$ cat src/rtl/viterbi_pkg.sv
// viterbi_pkg: shared FSM encoding and K=3 code constants for the Viterbi frame controller.
package viterbi_pkg;
    localparam int CODE_K = 3;
    localparam int NUM_STATES = 4;
    localparam int PM_W = 2;
    localparam int TAIL_LEN_DEF = CODE_K - 1;
    typedef enum logic [2:0] {IDLE, CLEAR, DATA, TAIL, DRAIN, DONE} state_t;
endpackage

$ cat src/rtl/vit_tag_delay.sv
// vit_tag_delay: DEPTH-stage 1-bit shift register aligning step tags with datapath decisions.
module vit_tag_delay #(
    parameter int DEPTH = 1
) (
    input  logic clk,
    input  logic rst_n,
    input  logic d,
    output logic q
);
    logic [DEPTH-1:0] sr;
    assign q = sr[DEPTH-1];
    if (DEPTH == 1) begin : g_one
        always_ff @(posedge clk or negedge rst_n)
            if (!rst_n) sr <= '0;
            else sr <= d;
    end else begin : g_shift
        always_ff @(posedge clk or negedge rst_n)
            if (!rst_n) sr <= '0;
            else sr <= {sr[DEPTH-2:0], d};
    end
endmodule

$ cat src/rtl/viterbi_frame_ctrl.sv
// viterbi_frame_ctrl: sequences one frame of data plus zero-tail steps into a Viterbi
// datapath and forwards only the data-aligned decisions as decoded bits.
module viterbi_frame_ctrl import viterbi_pkg::*; #(
    parameter int FRAME_LEN = 16,
    parameter int TAIL_LEN  = TAIL_LEN_DEF,
    parameter int DEC_LAT   = 1
) (
    input  logic       i_clk,
    input  logic       i_rst_n,
    input  logic       i_start,
    input  logic       i_sym_valid,
    input  logic [1:0] i_sym,
    output logic       o_sym_ready,
    output logic       o_dp_clear,
    output logic       o_dp_valid,
    output logic [1:0] o_dp_sym,
    input  logic       i_decision,
    output logic       o_bit_valid,
    output logic       o_bit,
    output logic       o_busy,
    output logic       o_done
);
    localparam int CW = $clog2(FRAME_LEN + 1);
    localparam int TW = $clog2(TAIL_LEN + 1);
    localparam logic [CW-1:0] LAST_IN   = CW'(FRAME_LEN - 1);
    localparam logic [CW-1:0] ALL_OUT   = CW'(FRAME_LEN);
    localparam logic [TW-1:0] LAST_TAIL = TW'(TAIL_LEN - 1);

    state_t        state, state_nx;
    logic [CW-1:0] in_cnt, out_cnt;
    logic [TW-1:0] tail_cnt;
    logic          hs, dp_data, tag_q;

    assign o_sym_ready = state == DATA;
    assign hs          = o_sym_ready & i_sym_valid;
    assign o_dp_clear  = state == CLEAR;
    assign o_busy      = state != IDLE;
    assign o_done      = state == DONE;

    always_comb begin
        state_nx = state;
        case (state)
            IDLE:    state_nx = i_start ? CLEAR : IDLE;
            CLEAR:   state_nx = DATA;
            DATA:    state_nx = (hs && in_cnt == LAST_IN) ? TAIL : DATA;
            TAIL:    state_nx = (tail_cnt == LAST_TAIL) ? DRAIN : TAIL;
            DRAIN:   state_nx = (out_cnt == ALL_OUT) ? DONE : DRAIN;
            DONE:    state_nx = IDLE;
            default: state_nx = IDLE;
        endcase
    end

    // Counters sit at zero throughout IDLE, so every frame enters CLEAR with fresh counts.
    always_ff @(posedge i_clk or negedge i_rst_n) begin
        if (!i_rst_n) begin
            state       <= IDLE;
            in_cnt      <= '0;
            out_cnt     <= '0;
            tail_cnt    <= '0;
            o_dp_valid  <= 1'b0;
            o_dp_sym    <= 2'b00;
            dp_data     <= 1'b0;
            o_bit_valid <= 1'b0;
            o_bit       <= 1'b0;
        end else begin
            state       <= state_nx;
            in_cnt      <= (state == IDLE) ? '0 : in_cnt + CW'(hs);
            out_cnt     <= (state == IDLE) ? '0 : out_cnt + CW'(o_bit_valid);
            tail_cnt    <= (state == TAIL) ? tail_cnt + TW'(1) : '0;
            o_dp_valid  <= hs | (state == TAIL);
            o_dp_sym    <= hs ? i_sym : 2'b00;
            dp_data     <= hs;
            o_bit_valid <= tag_q;
            o_bit       <= tag_q & i_decision;
        end
    end

    vit_tag_delay #(.DEPTH(DEC_LAT)) u_tag (
        .clk   (i_clk),
        .rst_n (i_rst_n),
        .d     (o_dp_valid & dp_data),
        .q     (tag_q)
    );
endmodule

$ cat config.mk
export PLATFORM = sky130hd
export DESIGN_NAME = viterbi_frame_ctrl
export DESIGN_NICKNAME = d
export VERILOG_FILES = /design/src/rtl/viterbi_pkg.sv /design/src/rtl/vit_tag_delay.sv /design/src/rtl/viterbi_frame_ctrl.sv
export SDC_FILE = /design/constraint.sdc
export NUM_CORES = 1
export LEC_CHECK = 0
export CAP_MARGIN = 5
export CORE_AREA = 2 2 48 50
export CTS_CLUSTER_DIAMETER = 150
export CTS_CLUSTER_SIZE = 40
export DETAILED_ROUTE_END_ITERATION = 16
export DIE_AREA = 0 0 50 52
export PLACE_DENSITY_LB_ADDON = 0.25
export SLEW_MARGIN = 30
export SYNTH_ARGS = -nofsm -noshare
export SYNTH_HDL_FRONTEND = slang
export SYNTH_SLANG_ARGS = --single-unit
$ cat constraint.sdc
create_clock -name i_clk -period 3.95 [get_ports i_clk]
set_input_delay 0.5925 -clock i_clk [delete_from_list [all_inputs] [get_ports i_clk]]
set_output_delay 0.5925 -clock i_clk [all_outputs]
set_load 0.01 [all_outputs]
## Yosys cells after proc, flatten, opt, wreduce, memory -nomap -nowiden

Cells that the tools add are included.

| storage, ports and cells | value |
|---|---|
| register bits | 22 |
| input bits | 7 |
| word-level logic and storage cells | 37 |

| operators by class | value |
|---|---|
| $add $sub $neg | 3 |
| eq/ne operators | 8 |
| muxes and demuxes | 9 |
| bitwise logic cells | 4 |
| reduce and logical (&&, ||, !) cells | 3 |

Operators by type and width:

| kind | number |
|---|---|
| $pmux 3 s5 | 1 |
| $add 5x1->5 | 2 |
| $mux 5 | 2 |
| $eq 3x2->1 const B | 2 |
| $eq 3x3->1 const B | 2 |
| $eq 5x4->1 const B | 1 |
| $eq 5x5->1 const B | 1 |
| $mux 2 | 2 |
| $and 1x1->1 | 3 |
| $eq 3x1->1 const B | 1 |
| $logic_not 3->1 | 1 |
| $mux 1 | 3 |
| $mux 3 | 1 |
| $reduce_bool 3->1 | 1 |
| $add 2x1->2 const B | 1 |
| $eq 2x1->1 const B | 1 |
| $logic_and 1x1->1 | 1 |
| $or 1x1->1 | 1 |

## Longest topological paths before layout

Gate-level depths: netlist (run 1).

| depth | value |
|---|---|
| depth after elaboration | 5 |
| depth in mapped cells | 7 |

## Modules after synthesis

From an unflattened synthesis (run 1), not the netlist that was laid out.

| second synthesis, totals | value |
|---|---|
| cells, all modules | 81 |
| area, all modules | 970.9 um^2 |

Modules (own cells, without submodules):

| module | times used | cells each | area an instance (um^2) |
|---|---|---|---|
| viterbi_frame_ctrl | 1 | 80 | 945.9 |
| vit_tag_delay | 1 | 1 | 25.0 |

## Worst setup path before layout (run 1)

Ideal clock, no wire load.

| timing path | value |
|---|---|
| path kind | input -> register |
| from | input port i_sym_valid |
| to | register in_cnt[4] |
| arrival time | 1,465 ps |
| data required time | 3,832 ps |
| setup slack | 2,366 ps |
| stages | 6 |
| buffers on the path | 0 |
| path through | and4bb_1 ha_1 ha_1 nand3_1 xor2_1 nor2_1 |

| between the ends | value |
|---|---|
| longest elaborated chain between the ends | 3 |

RTL lines:

| item | RTL line | source |
|---|---|---|
| start, declared | viterbi_frame_ctrl.sv:11 | `input logic i_sym_valid,` |
| $and 1x1->1 | viterbi_frame_ctrl.sv:35 | `assign hs = o_sym_ready & i_sym_valid;` |
| $add 5x1->5 | viterbi_frame_ctrl.sv:67 | `in_cnt <= (state == IDLE) ? '0 : in_cnt + CW'(hs);` |
| $mux 5 | viterbi_frame_ctrl.sv:67 |  |
| end signal, assigned | viterbi_frame_ctrl.sv:67 |  |
| end, declared | viterbi_frame_ctrl.sv:30 | `logic [CW-1:0] in_cnt, out_cnt;` |

Every way passes these cells.

## Worst setup path in the final report (run 1)

| timing path | value |
|---|---|
| from | register state[1] |
| to | output port o_busy |

| between the ends | value |
|---|---|
| longest elaborated chain between the ends | 1 |

RTL lines:

| item | RTL line | source |
|---|---|---|
| start, declared | viterbi_frame_ctrl.sv:29 | `state_t state, state_nx;` |
| start signal, assigned | viterbi_frame_ctrl.sv:66 | `state <= state_nx;` |
| $reduce_bool 3->1 | viterbi_frame_ctrl.sv:37 | `assign o_busy = state != IDLE;` |
| end, declared | viterbi_frame_ctrl.sv:20 | `output logic o_busy,` |

Every way passes these cells.

==> results of run 1 <==
-- worst paths after layout --
check                              endpoint  cells past startpoint
worst max-delay path                 o_busy                      3
worst min-delay path             out_cnt[2]                      1
worst max register to register    in_cnt[4]                      6
worst min register to register  o_bit_valid                      0
max in group asynchronous          state[1]                      1
min in group i_clk              o_bit_valid                      0
-- worst register-to-register path, cell delays in order (launching register included) --
cell and delay, ps:
dfrtp_1 500, and4bb_1 410, ha_1 200, ha_1 180, nand3_1 100, xor2_1 150
nor2_1 60
-- flip-flops by register name, summed over array words and instances, names as in the netlist --
register and flops:
in_cnt 5, out_cnt 5, state 3, o_dp_sym 2, tail_cnt 2, dp_data 1, o_bit 1, o_bit_valid 1
o_dp_valid 1, u_tag.q 1
-- metal layers --
layer,routed length (microns),vias to the layer above
li1,-,301
met1,679,265
met2,693,11
met3,69,2
met4,17,0
met5,0,-
-- cells in the final DEF (no fill, tap or decap), types with 2 or more instances in the layout --
cell,count
clkdlybuf4s50_1,14
and2_2,2
nand3_1,5
xnor2_1,2
inv_1,3
ha_1,5
nor2b_1,4
and2_1,2
clkbuf_4,3
dfrtp_1,22
xor2_1,4
nor2_1,12
-- area by class of cell --
type,instances,area share [%]
clock buffer,3,1.98
inverter,3,0.988
multi-input combinational,53,32.9
sequential,22,48.3
tap,28,3.07
timing repair buffer,15,12.7
-- cell families (layout without fill, tap and decap cells) --
logic type               after synthesis  in the layout  synth area share, %
AO/OA/AOI/OAI                          3              3                 2.06
XOR/XNOR                               6              6                 5.41
adder cells (fa/ha/maj)                5              5                 6.44
buffers and inverters                  6             21                 4.64
flip-flops                            22             22                 56.7
AND/OR/NAND/NOR                       39             39                 24.7
-- power breakdown --
| part | internal (W) | total (W) | switching [W] |
|---|---|---|---|
| Combinational | 0.000125 | 0.000227 | 0.000102 |
| Sequential | 0.000295 | 0.000355 | 0.0000607 |
| Clock | 0.0000354 | 0.0000932 | 0.0000578 |
-- metrics by stage --
step / power, W / utilization, % / worst slack, ps
finish: 0.000676 / 54.1 / 1390
global route: 0.000732 / 54.1 / 1210
CTS: 0.000687 / 54.4 / 1360
detailed placement: 0.000591 / 53.3 / 1700
global placement: 0.000585 / 53.3 / 1730
floorplan: 0.000513 / - / 2370
==> results.cfg, run 1 <==
[global_route]
track_usage_pct = 13.7
grt_pass1_vias = 618
grt_antenna_before_repair = 0
grt_use_met1_pct = 15.3
grt_first_pass_wirelength_microns = 2560
grt_start_max_net_pins = 23
grt-busiest-layer = met2
grt_use_met3_pct = 3.45
met2_usage_pct = 23.5
grt_overflow = 0

[logic_synthesis]
syn_inst = 81
yosys-top-cells-count = dfrtp_1 (22), nor2_1 (12), ha_1 (5), nand3_1 (5)
synthFlopType = dfrtp_1
ys_types = 28
synth-edff-count = 0
yosysWarnings = 0
synth_most_common_cell = dfrtp_1
synth_area_leaders = dfrtp_1 (57%), ha_1 (6.4%), nor2_1 (4.6%)
syn_nets = 93
ys_ff_latch = 22
syn-cell-area_sq_um = 971
synthArstFlopShare_pct = 100
post_synth.cell_area_avg_sq_um = 12.0
synth_top_area_share_pct = 56.7
synth_top_area_cell = dfrtp_1
seq_area_frac_synth_pct = 56.7

[timing]
post-route-period-util_pct = 64.8
setup_tns_ps = 0
timing.slew.headroom_pct = 52.8
worst_pin_slew_ps = 705
post-route-min-period_ps = 2560
slew_violations = 0
finalClockSkew_ps = 3.76
whs_ps = 241
max_freq_mhz = 391
setup_viol = 0
grt_setup_unrepaired = no
hold_viol = 0

[clock_network]
cts.path.max_buffers = 2
cts_resized = 0
path_clk_slew_ps = 100
cts_tree = done
clk_latency_ps = 290
cts_setup_buffers = 0
cts-buffers-inserted = 3
cts_hold_buf = 0
ctsRootBufferMaster = clkbuf_4
clock_sinks = 22
h-tree-depth = 1

[setup_path]
start_kind = flip-flop
rrSetupSlack_ps = 2210
path_cells = nor3_2 > inv_1 > clkdlybuf4s50_1
required_ps = 3360
cp_top_family = simple AND/OR/NAND/NOR gates
r2r-start = state[2]
startpoint = state[1]
arrival_ps = 1970
slowest_stage = nor3_2
endpoint_kind = output pin
worstPathMaxFanout = 12
criticalPathCategory = reg -> out
crit_buf_inv = 2
max_stage_delay_ps = 630

[die]
pin_count = 16
die_x_microns = 50
fp-row-count = 17
die_area_sq_um = 2600
coreArea_sq_um = 2110
start_util_pct = 46.1
die_y_microns = 52

[status]
status = finished, final reports clean

[pwr]
p_per_area_nw_per_um2 = 593
p_leak_nw = 0.537
peakVddDrop_v = 0.000410

[routing]
drt-pass1-iter-count = 3
routedWlPerCell_microns = 11.8
via_per_inst = 4.67
drc = 0
vias = 579
totalWireLength_microns = 1460
ant_nets = 0
drtIter0Drc = 10

[place]
place_area_sq_um = 1120
dp_hpwl_microns = 1090
io_buffers = 15
globalplace.congestion = 0.728
dp_cells = 121

[cells_and_area]
seq_area_sq_um = 551
areaGrowthSynthToFinish_pct = 17.4
drive_above_1_share_pct = 12.5
nNetsFinal = 110
multi_input_area_sq_um = 375
diodes = 0
final_cell_area_sq_um = 1140
final_cells = 124
num-fill-cells = 173

[run]
cap_violations = 0

[worst_hold_path]
hold_class = in -> async
Power figures use the tool's default switching activity.
==> inputs of run 2 (changes only) <==
clock period = 2.68 ns   (was 3.95 ns; I/O delays follow)
==> results.cfg, run 2 (synthesis results as in run 1) <==
[cells_and_area]
final_common_cell = dfrtp_1
nNetsFinal = 112
layout_common_cells = dfrtp_1 (22), clkdlybuf4s50_1 (15), nor2_1 (12), nand3_1 (5), ha_1 (5)
num-fill-cells = 192
final_cells = 127
areaGrowthSynthToFinish_pct = 22.6
drive_above_1_share_pct = 14.1
multi_input_area_sq_um = 375
diodes = 0
seq_area_sq_um = 551
reg_top3 = in_cnt x5, out_cnt x5, state x3

[routing]
vias = 607
drtIter0Drc = 5
drt-pass1-iter-count = 2
totalWireLength_microns = 1490
ant_nets = 0
routedWlPerCell_microns = 11.7
via_per_inst = 4.78
drc = 0

[clock_network]
cts_hold_buf = 0
path_clk_slew_ps = 120
cts.path.max_buffers = 2
cts_tree = done
clk_latency_ps = 300
cts-buffers-inserted = 3
h-tree-depth = 1
cts_resized = 0
cts_setup_buffers = 0
ctsRootBufferMaster = clkbuf_4
clock_sinks = 22

[pwr]
pwr-share-comb_pct = 30.5
p_sw_share_pct = 30.2
p_leak_nw = 0.561
peakVddDrop_v = 0.000479
internal_power_w = 0.000777
p_switching_w = 0.000337
p_per_area_nw_per_um2 = 936
p_seq_share_pct = 47.1
power_frac_clock_pct = 22.3

[timing]
setup_viol = 0
hold_viol = 0
post-route-min-period_ps = 2080
timing.slew.headroom_pct = 81.5
setup_tns_ps = 0
post-route-period-util_pct = 77.4
max_freq_mhz = 482
worst_pin_slew_ps = 278
finalClockSkew_ps = 5.68
grt_setup_unrepaired = no
slew_violations = 0

[setup_path]
slowest_stage = dfrtp_1
arrival_ps = 1670
rrSetupSlack_ps = 1050
required_ps = 2280
max_stage_delay_ps = 480
r2r-start = state[2]
criticalPathCategory = reg -> out
endpoint_kind = output pin
path_cells = nor3_2 > buf_4 > inv_1 > clkdlybuf4s50_1
start_kind = flip-flop
worstPathMaxFanout = 12
startpoint = state[0]

[worst_hold_path]
hold_start = u_tag.q
hold_class = reg -> reg

[global_route]
grt-busiest-layer = met2
track_usage_pct = 14.2
grt_first_pass_wirelength_microns = 2660
grt_use_met3_pct = 3.74
grt_start_max_net_pins = 23
grt_pass1_vias = 589
grt_overflow = 0
grt_use_met1_pct = 17.7
grt_antenna_before_repair = 0
met2_usage_pct = 22.1

[die]
fp-row-count = 17
pin_count = 16
die_area_sq_um = 2600
coreArea_sq_um = 2110
die_y_microns = 52
start_util_pct = 46.1
die_x_microns = 50

[place]
globalplace.congestion = 0.705
dp_cells = 123
dp_hpwl_microns = 1040
io_buffers = 15

[status]
status = finished, final reports clean

[run]
cap_violations = 0
## run 2: cell types whose count changed in the layout (fill, tap and decap cells not counted), sizes merged
cell	change
bufinv	+1
clkdlybuf4s50	+1
buf	+1
## run 2: area by class of cell
| class | count | share of cell area [%] |
|---|---|---|
| inverter | 3 | 0.946 |
| tap | 28 | 2.94 |
| timing repair buffer | 17 | 13.9 |
| clock buffer | 3 | 1.89 |
| multi-input combinational | 53 | 31.5 |
| clock inverter | 1 | 2.52 |
| sequential | 22 | 46.3 |
## run 2: worst max-delay path, delay by kind of cell, from the launching register on
| family | cells | cell delay, ps |
|---|---|---|
| buffers and inverters | 3 | 710 |
| flip-flops | 1 | 480 |
| AND/OR/NAND/NOR | 1 | 170 |
## run 2: path summary, 6_finish.rpt
kind	endpoint	cells past startpoint
min	o_bit_valid	0
max	o_busy	4
min in group asynchronous	in_cnt[1]	2
max reg2reg	in_cnt[4]	6
min reg2reg	o_bit_valid	0
max in group asynchronous	in_cnt[3]	2
## run 2: per-layer routing
| metal | vias to the layer above | wire length (microns) | share of wire (%) |
|---|---|---|---|
| li1 | 303 | - | - |
| met1 | 289 | 679 | 46 |
| met2 | 13 | 735 | 49 |
| met3 | 2 | 56 | 3.8 |
| met4 | 0 | 18 | 1.2 |
| met5 | - | 0 | 0 |
## run 2: metrics by stage
stage	total power, W	hold WS [ps]	setup WS [ps]	utilization (%)	cell area (sq um)
2_1_floorplan	0.000756	106	1170	-	971
5_1_grt	0.00119	396	519	56.5	1190
3_5_place_dp	0.000873	361	762	54.0	1140
3_3_place_gp	0.000867	350	797	54.0	1140
4_1_cts	0.00113	390	587	56.5	1190
6_report	0.00111	385	605	56.5	1190
## run 2: power groups by stage
stage,combinational (W),sequential (W),clock [W]
floorplan,0.000249,0.000507,0
global placement,0.000339,0.000529,0
detailed placement,0.000341,0.000532,0
CTS,0.000348,0.000527,0.000255
global route,0.000383,0.000542,0.000269
finish,0.000340,0.000525,0.000249
